`config.mk`:
```
export PLATFORM = sky130hd
export DESIGN_NAME = counter_n_flat
export DESIGN_NICKNAME = d
export VERILOG_FILES = /design/src/rtl/counter_n_if.sv /design/src/rtl/counter_n.sv /design/src/flat_wrapper.sv
export SDC_FILE = /design/constraint.sdc
export NUM_CORES = 1
export LEC_CHECK = 0
export CAP_MARGIN = 5
export CELL_PAD_IN_SITES_DETAIL_PLACEMENT = 1
export CELL_PAD_IN_SITES_GLOBAL_PLACEMENT = 1
export CORE_AREA = 2 2 39 41
export DETAILED_ROUTE_END_ITERATION = 16
export DIE_AREA = 0 0 41 43
export PLACE_DENSITY_LB_ADDON = 0.12
export SYNTH_ARGS = -nofsm -noshare
export SYNTH_HDL_FRONTEND = slang
export SYNTH_SLANG_ARGS = --single-unit
export TNS_END_PERCENT = 50
```
`constraint.sdc`:
```
create_clock -name clk -period 2.07 [get_ports clk]
set_input_delay 0.414 -clock clk [delete_from_list [all_inputs] [get_ports clk]]
set_output_delay 0.414 -clock clk [all_outputs]
set_load 0.05 [all_outputs]
```
`src/rtl/counter_n_if.sv`:
```
// counter_n_if: control and status bundle between a counter_n and its user
interface counter_n_if #(
    parameter int WIDTH = 3
);
    logic             en;
    logic             up_dn;
    logic             clr;
    logic             load;
    logic [WIDTH-1:0] load_val;
    logic [WIDTH-1:0] cnt;
    logic             tc;
    logic             wrap;
    logic             sat;

    modport master (
        output en, up_dn, clr, load, load_val,
        input  cnt, tc, wrap, sat
    );

    modport slave (
        input  en, up_dn, clr, load, load_val,
        output cnt, tc, wrap, sat
    );
endinterface

```
`src/rtl/counter_n.sv`:
```
// counter_n: up/down modulo counter with clear, clamped load, terminal count and wrap/saturate
module counter_n #(
    parameter int WIDTH    = 3,
    parameter int MODULUS  = 8,
    parameter int SATURATE = 0
) (
    input  logic        clk,
    input  logic        rst,
    counter_n_if.slave  bus_if
);
    // MAX_X is held one bit wider so MODULUS = 2^WIDTH still compares correctly
    localparam logic [WIDTH:0]   MAX_X = (WIDTH+1)'(MODULUS - 1);
    localparam logic [WIDTH-1:0] MAX_W = MAX_X[WIDTH-1:0];
    localparam logic             SAT   = (SATURATE != 0);

    logic [WIDTH-1:0] cnt_q, cnt_d;
    logic             wrap_q, wrap_d;
    logic             sat_q, sat_d;
    logic             at_top, at_bot, hit, over;

    // next-state: clr beats load beats en; an enabled count at an end wraps or holds
    always_comb begin
        at_top = {1'b0, cnt_q} == MAX_X;
        at_bot = cnt_q == '0;
        over   = {1'b0, bus_if.load_val} > MAX_X;
        hit    = bus_if.en & ~bus_if.clr & ~bus_if.load & (bus_if.up_dn ? at_top : at_bot);
        cnt_d  = bus_if.clr   ? '0 :
                 bus_if.load  ? (over ? MAX_W : bus_if.load_val) :
                 !bus_if.en   ? cnt_q :
                 hit          ? (SAT ? cnt_q : (bus_if.up_dn ? '0 : MAX_W)) :
                 bus_if.up_dn ? cnt_q + 1'b1 : cnt_q - 1'b1;
        wrap_d = hit & ~SAT;
        sat_d  = hit & SAT;
    end

    // state register with asynchronous active-low reset
    always_ff @(posedge clk or negedge rst) begin
        if (!rst) begin
            cnt_q  <= '0;
            wrap_q <= 1'b0;
            sat_q  <= 1'b0;
        end else begin
            cnt_q  <= cnt_d;
            wrap_q <= wrap_d;
            sat_q  <= sat_d;
        end
    end

    assign bus_if.cnt  = cnt_q;
    assign bus_if.tc   = hit;
    assign bus_if.wrap = wrap_q;
    assign bus_if.sat  = sat_q;
endmodule

```
`src/flat_wrapper.sv`:
```
// flat-port wrapper written by rule: the top's interface ports become plain ports
module counter_n_flat 
#(
    parameter int WIDTH    = 3,
    parameter int MODULUS  = 8,
    parameter int SATURATE = 0
)
  (clk, rst, bus_if_en, bus_if_up_dn, bus_if_clr, bus_if_load, bus_if_load_val, bus_if_cnt, bus_if_tc, bus_if_wrap, bus_if_sat);
  counter_n_if #(.WIDTH(WIDTH)) bus_if_i ();
  input  logic clk;
  input  logic rst;
  input wire logic [$bits(bus_if_i.en)-1:0] bus_if_en;
  input wire logic [$bits(bus_if_i.up_dn)-1:0] bus_if_up_dn;
  input wire logic [$bits(bus_if_i.clr)-1:0] bus_if_clr;
  input wire logic [$bits(bus_if_i.load)-1:0] bus_if_load;
  input wire logic [$bits(bus_if_i.load_val)-1:0] bus_if_load_val;
  output wire logic [$bits(bus_if_i.cnt)-1:0] bus_if_cnt;
  output wire logic [$bits(bus_if_i.tc)-1:0] bus_if_tc;
  output wire logic [$bits(bus_if_i.wrap)-1:0] bus_if_wrap;
  output wire logic [$bits(bus_if_i.sat)-1:0] bus_if_sat;
  assign bus_if_i.en = bus_if_en;
  assign bus_if_i.up_dn = bus_if_up_dn;
  assign bus_if_i.clr = bus_if_clr;
  assign bus_if_i.load = bus_if_load;
  assign bus_if_i.load_val = bus_if_load_val;
  assign bus_if_cnt = bus_if_i.cnt;
  assign bus_if_tc = bus_if_i.tc;
  assign bus_if_wrap = bus_if_i.wrap;
  assign bus_if_sat = bus_if_i.sat;
  counter_n #(.WIDTH(WIDTH), .MODULUS(MODULUS), .SATURATE(SATURATE)) u_core (.clk(clk), .rst(rst), .bus_if(bus_if_i));
endmodule
```
## Yosys cells after proc, flatten, opt, wreduce, memory -nomap -nowiden

Index checks and enable logic that the tools add are counted.

- Reduce and logical (&&, ||, !) cells: 2
- Bitwise logic cells: 5
- Equal/unequal tests: 1
- Muxes and demuxes: 7
- Add/sub/neg operators: 2

Operators by type and width:

| kind | number |
|---|---|
| 3-bit two-way mux | 6 |
| 3-bit by 1-bit adder with 3-bit output, second input constant | 1 |
| 1-bit AND | 3 |
| 3-bit equality test, second input constant | 1 |
| 3-bit zero test | 1 |
| 3-bit nonzero test | 1 |
| 3-bit by 1-bit subtractor with 3-bit output, second input constant | 1 |
| 1-bit NOT | 2 |
| 1-bit two-way mux | 1 |

- Bits in registers: 4
- Logic and storage cells: 19
- Input bits: 9
- Output and inout port bits: 6

## Logic depth before layout (Yosys ltp)

- Depth after elaboration: 8
- Depth in mapped cells: 6
- Depth with buffers taken out: 6

## Worst setup path before layout

No wires, ideal clock.

- Path kind: reg-to-output
- Start point: register u_core.cnt_q[0] (netlist: u_core.bus_if.cnt[0])
- End point: output port bus_if_tc
- Data required time: 1.656 ns
- Buffers on the path: 0
- Arrival: 2.022 ns
- Stages on the path, launching flop included: 3
- Slack: -0.366 ns
- Path through: dfrtp_1 > or4_1 > a21oi_1

- Longest elaborated chain between the ends: 3
- Elaborated cells on any way between the ends: 4
- Classes of those cells: eq/ne (1); mux (1); bitwise (1); reduce/logical (1)

RTL lines:

| element | line | text |
|---|---|---|
| from (decl) | counter_n.sv:16 | `logic [WIDTH-1:0] cnt_q, cnt_d;` |
| from (signal assigned) | counter_n.sv:43 | `cnt_q <= cnt_d;` |
| 3-bit equality test or 3-bit zero test (tied branches) | counter_n.sv:23, counter_n.sv:24 |  |
| 1-bit two-way mux * | counter_n.sv:26 | `hit = bus_if.en & ~bus_if.clr & ~bus_if.load & (bus_if.up_dn ? at_top : at_bot);` |
| 1-bit AND * | counter_n.sv:26 |  |
| to (decl) | flat_wrapper.sv:18 | `output wire logic [$bits(bus_if_i.tc)-1:0] bus_if_tc;` |

Mark *: on every way between the ends. The rest lies on a longest branch, timed or not.

## Worst setup path in the final report

- Start point: input port bus_if_en
- End point: output port bus_if_tc

- Longest elaborated chain between the ends: 3

RTL lines:

| element | line | text |
|---|---|---|
| from (decl) | flat_wrapper.sv:12 | `input wire logic [$bits(bus_if_i.en)-1:0] bus_if_en;` |
| 1-bit AND (3 in series) | counter_n.sv:26 |  |

Every way passes these cells.

==> results <==
[worst max-delay path by stage]
stage                          from                    to  slack, ns  cells past startpoint
2_1_floorplan  u_core.bus_if.cnt[0]             bus_if_tc       0.04                      2
3_3_place_gp           bus_if_up_dn  u_core.bus_if.cnt[2]      -0.08                      7
3_5_place_dp           bus_if_up_dn  u_core.bus_if.cnt[2]      -0.11                      7
4_1_cts                bus_if_up_dn             bus_if_tc      0.003                      4
5_1_grt                  bus_if_clr             bus_if_tc     0.0009                      4
6_report                  bus_if_en             bus_if_tc       0.03                      4
[stage by stage]
step	instance area [um2]	cells	util [%]
3_5_place_dp	502	70	36.3
2_1_floorplan	324	37	-
5_1_grt	547	75	39.5
3_3_place_gp	502	70	36.3
6_report	547	75	39.5
4_1_cts	536	74	38.7
[cells in the final DEF (no fill, tap or decap), drive strengths merged, types with 2 or more instances in the layout]
cell	netlist	final
dfrtp	4	4
clkdlybuf4s50	0	9
a211oi	2	2
a21oi	4	4
inv	3	3
o21ai	2	2
nor2	6	6
clkbuf	0	3
buf	2	11
[layer usage]
| metal | vias to the layer above | global-route usage, % | routed length (um) |
|---|---|---|---|
| met5 | - | 0 | 0 |
| met3 | 0 | 5.24 | 63 |
| met4 | 0 | 8.00 | 0 |
| met1 | 171 | 15.0 | 406 |
| met2 | 10 | 19.1 | 504 |
| li1 | 175 | - | - |
[final cells by class]
type | instances | area [um2]
fill | 175 | 837
timing repair buffer | 21 | 198
multi-input combinational | 28 | 194
sequential | 4 | 101
clock buffer | 3 | 22.5
tap | 16 | 20.0
inverter | 3 | 11.3
[where the power goes]
part	total (mW)	internal [mW]	switching (mW)	leakage (nW)
registers	0.0932	0.0840	0.00914	0.0516
logic	0.107	0.0493	0.0580	0.169
clock network	0.0928	0.0646	0.0283	0.0138
[registers in the layout (all words and copies together), names as in the netlist]
register and flops:
u_core.bus_if.cnt 3, u_core.bus_if.wrap 1
[kinds of logic after synthesis]
logic type | after synthesis | synth area share (%)
flip-flops | 4 | 32.0
AO/OA/AOI/OAI | 12 | 24.4
XOR/XNOR | 2 | 5.60
buffers and inverters | 5 | 10.8
adder cells (fa/ha/maj) | 1 | 6.40
AND/OR/NAND/NOR | 12 | 19.6
other | 1 | 1.20
[synth_stat cells (all sizes together) (2+ instances only)]
| cell | instances | area [um2] |
|---|---|---|
| a211oi | 2 | 15.0 |
| a21oi | 4 | 20.0 |
| inv | 3 | 11.3 |
| buf | 2 | 22.5 |
| o21ai | 2 | 10.0 |
| nor2 | 6 | 22.5 |
| dfrtp | 4 | 100 |
[critical path, cell delays in order]
cell	delay (ns)
clkdlybuf4s50_1	0.47
or3b_1	0.42
a21oi_4	0.17
buf_12	0.15
[repair_timing]
item	in CTS	in global routing
pin swaps	1	2
setup endpoints to repair	1	1
hold buffers	0	0
resized for setup	1	2
setup buffers	1	1
==> results.md <==
- Mapped Area: 313 um2
- Initial Utilization: 22.6%
- FFs w/ async S/R, synth: 100%
- DR WL/cell: 13.0 um
- Fmax: 489 MHz
- Drt via density: 4.75
- Die extent in x: 41 um
- Post-Route WL: 974 um
- TritonCTS Sinks: 4
- Layout area overhead: 74.8%
- Synthesized area per cell: 8.45 um2
- Max-cap violations: 0
- Worst-path clk slew: 0.04 ns
- H-tree depth: 1
- Remaining DRCs: 0
- Crit Path Class: primary input to output port
- Clock buffer depth: 2
- Register area share after synthesis: roughly a third
- # IOs: 15
- Layout cells sized above 1: 28.8%
- Hold_ws: 0.383 ns
- Placement Setup Slack: -0.110 ns
- Total negative setup slack: 0 ns
- # rows: 14
- Static leakage: 0.235 nW
- Clk root buf: clkbuf_4
- Routability Congestion: roughly 0.76
- Worst Skew: about 0.0033 ns
- Worst path arrival time: 1.63 ns
- Reg-to-reg endpoint: u_core.bus_if.cnt[2]
- N_diodes: 0
- Via count: 356
- Largest net degree at the start of global routing: 9
- Die H: between 40 and 50 um
- HPWL after DPL: 789 um
- Outcome: finished clean
- CTS tree: yes
- Cells after synthesis: 37
- R2R depth: 6
- RSZ-0062 raised after global routing: no
- Final setup viols: 0
- Final nets: a little over 70
- Syn Nets: 47
- Die area: 1760 um2
- Synth cell types: 23
- Final Cycle Share: 98.8%
- FF-to-FF Start: u_core.bus_if.cnt[0]
- Routed Antenna Nets: 0
- Slew Limit Fails: 0
- Commonest register cell after synthesis: dfrtp_1
- 1st-iter DRT viols: 0
- Num CTS Buffers: 3
- Grt ovf: 0
- Detailed Routing Iterations Pass 1: 1
- Worst Setup Start Kind: primary input
- Min-delay worst type: primary input to async pin
- Port bufs: 13
- Worst-skew pair later-pin latency: 0.23 ns
- Setup slack, reg-to-reg: 0.33 ns
- CP required: 1.66 ns
- Synth Register Bits: 4
- Power per cell area: around 540 nW/um2
- Post-synth EDFFs: 0
- Final Hold Viols: 0
- Peak VDD IR: 217 uV
- Core ar.: 1380 um2
- Fin crit period: just over 2 ns
- GRT Total Usage: 13.0%
- First-pass GRT wire length: approximately 1500 um
- Nature of the critical path endpoint: output port
- Vias in the first global route: 370
- Yosys warns: 0
- Total chip power: 293 uW
- Initial antenna violation count: 0
- Final setup margin: 0.0257 ns
- Crit-path max FO: 2
No activity file was read; power rests on OpenSTA's default activity.
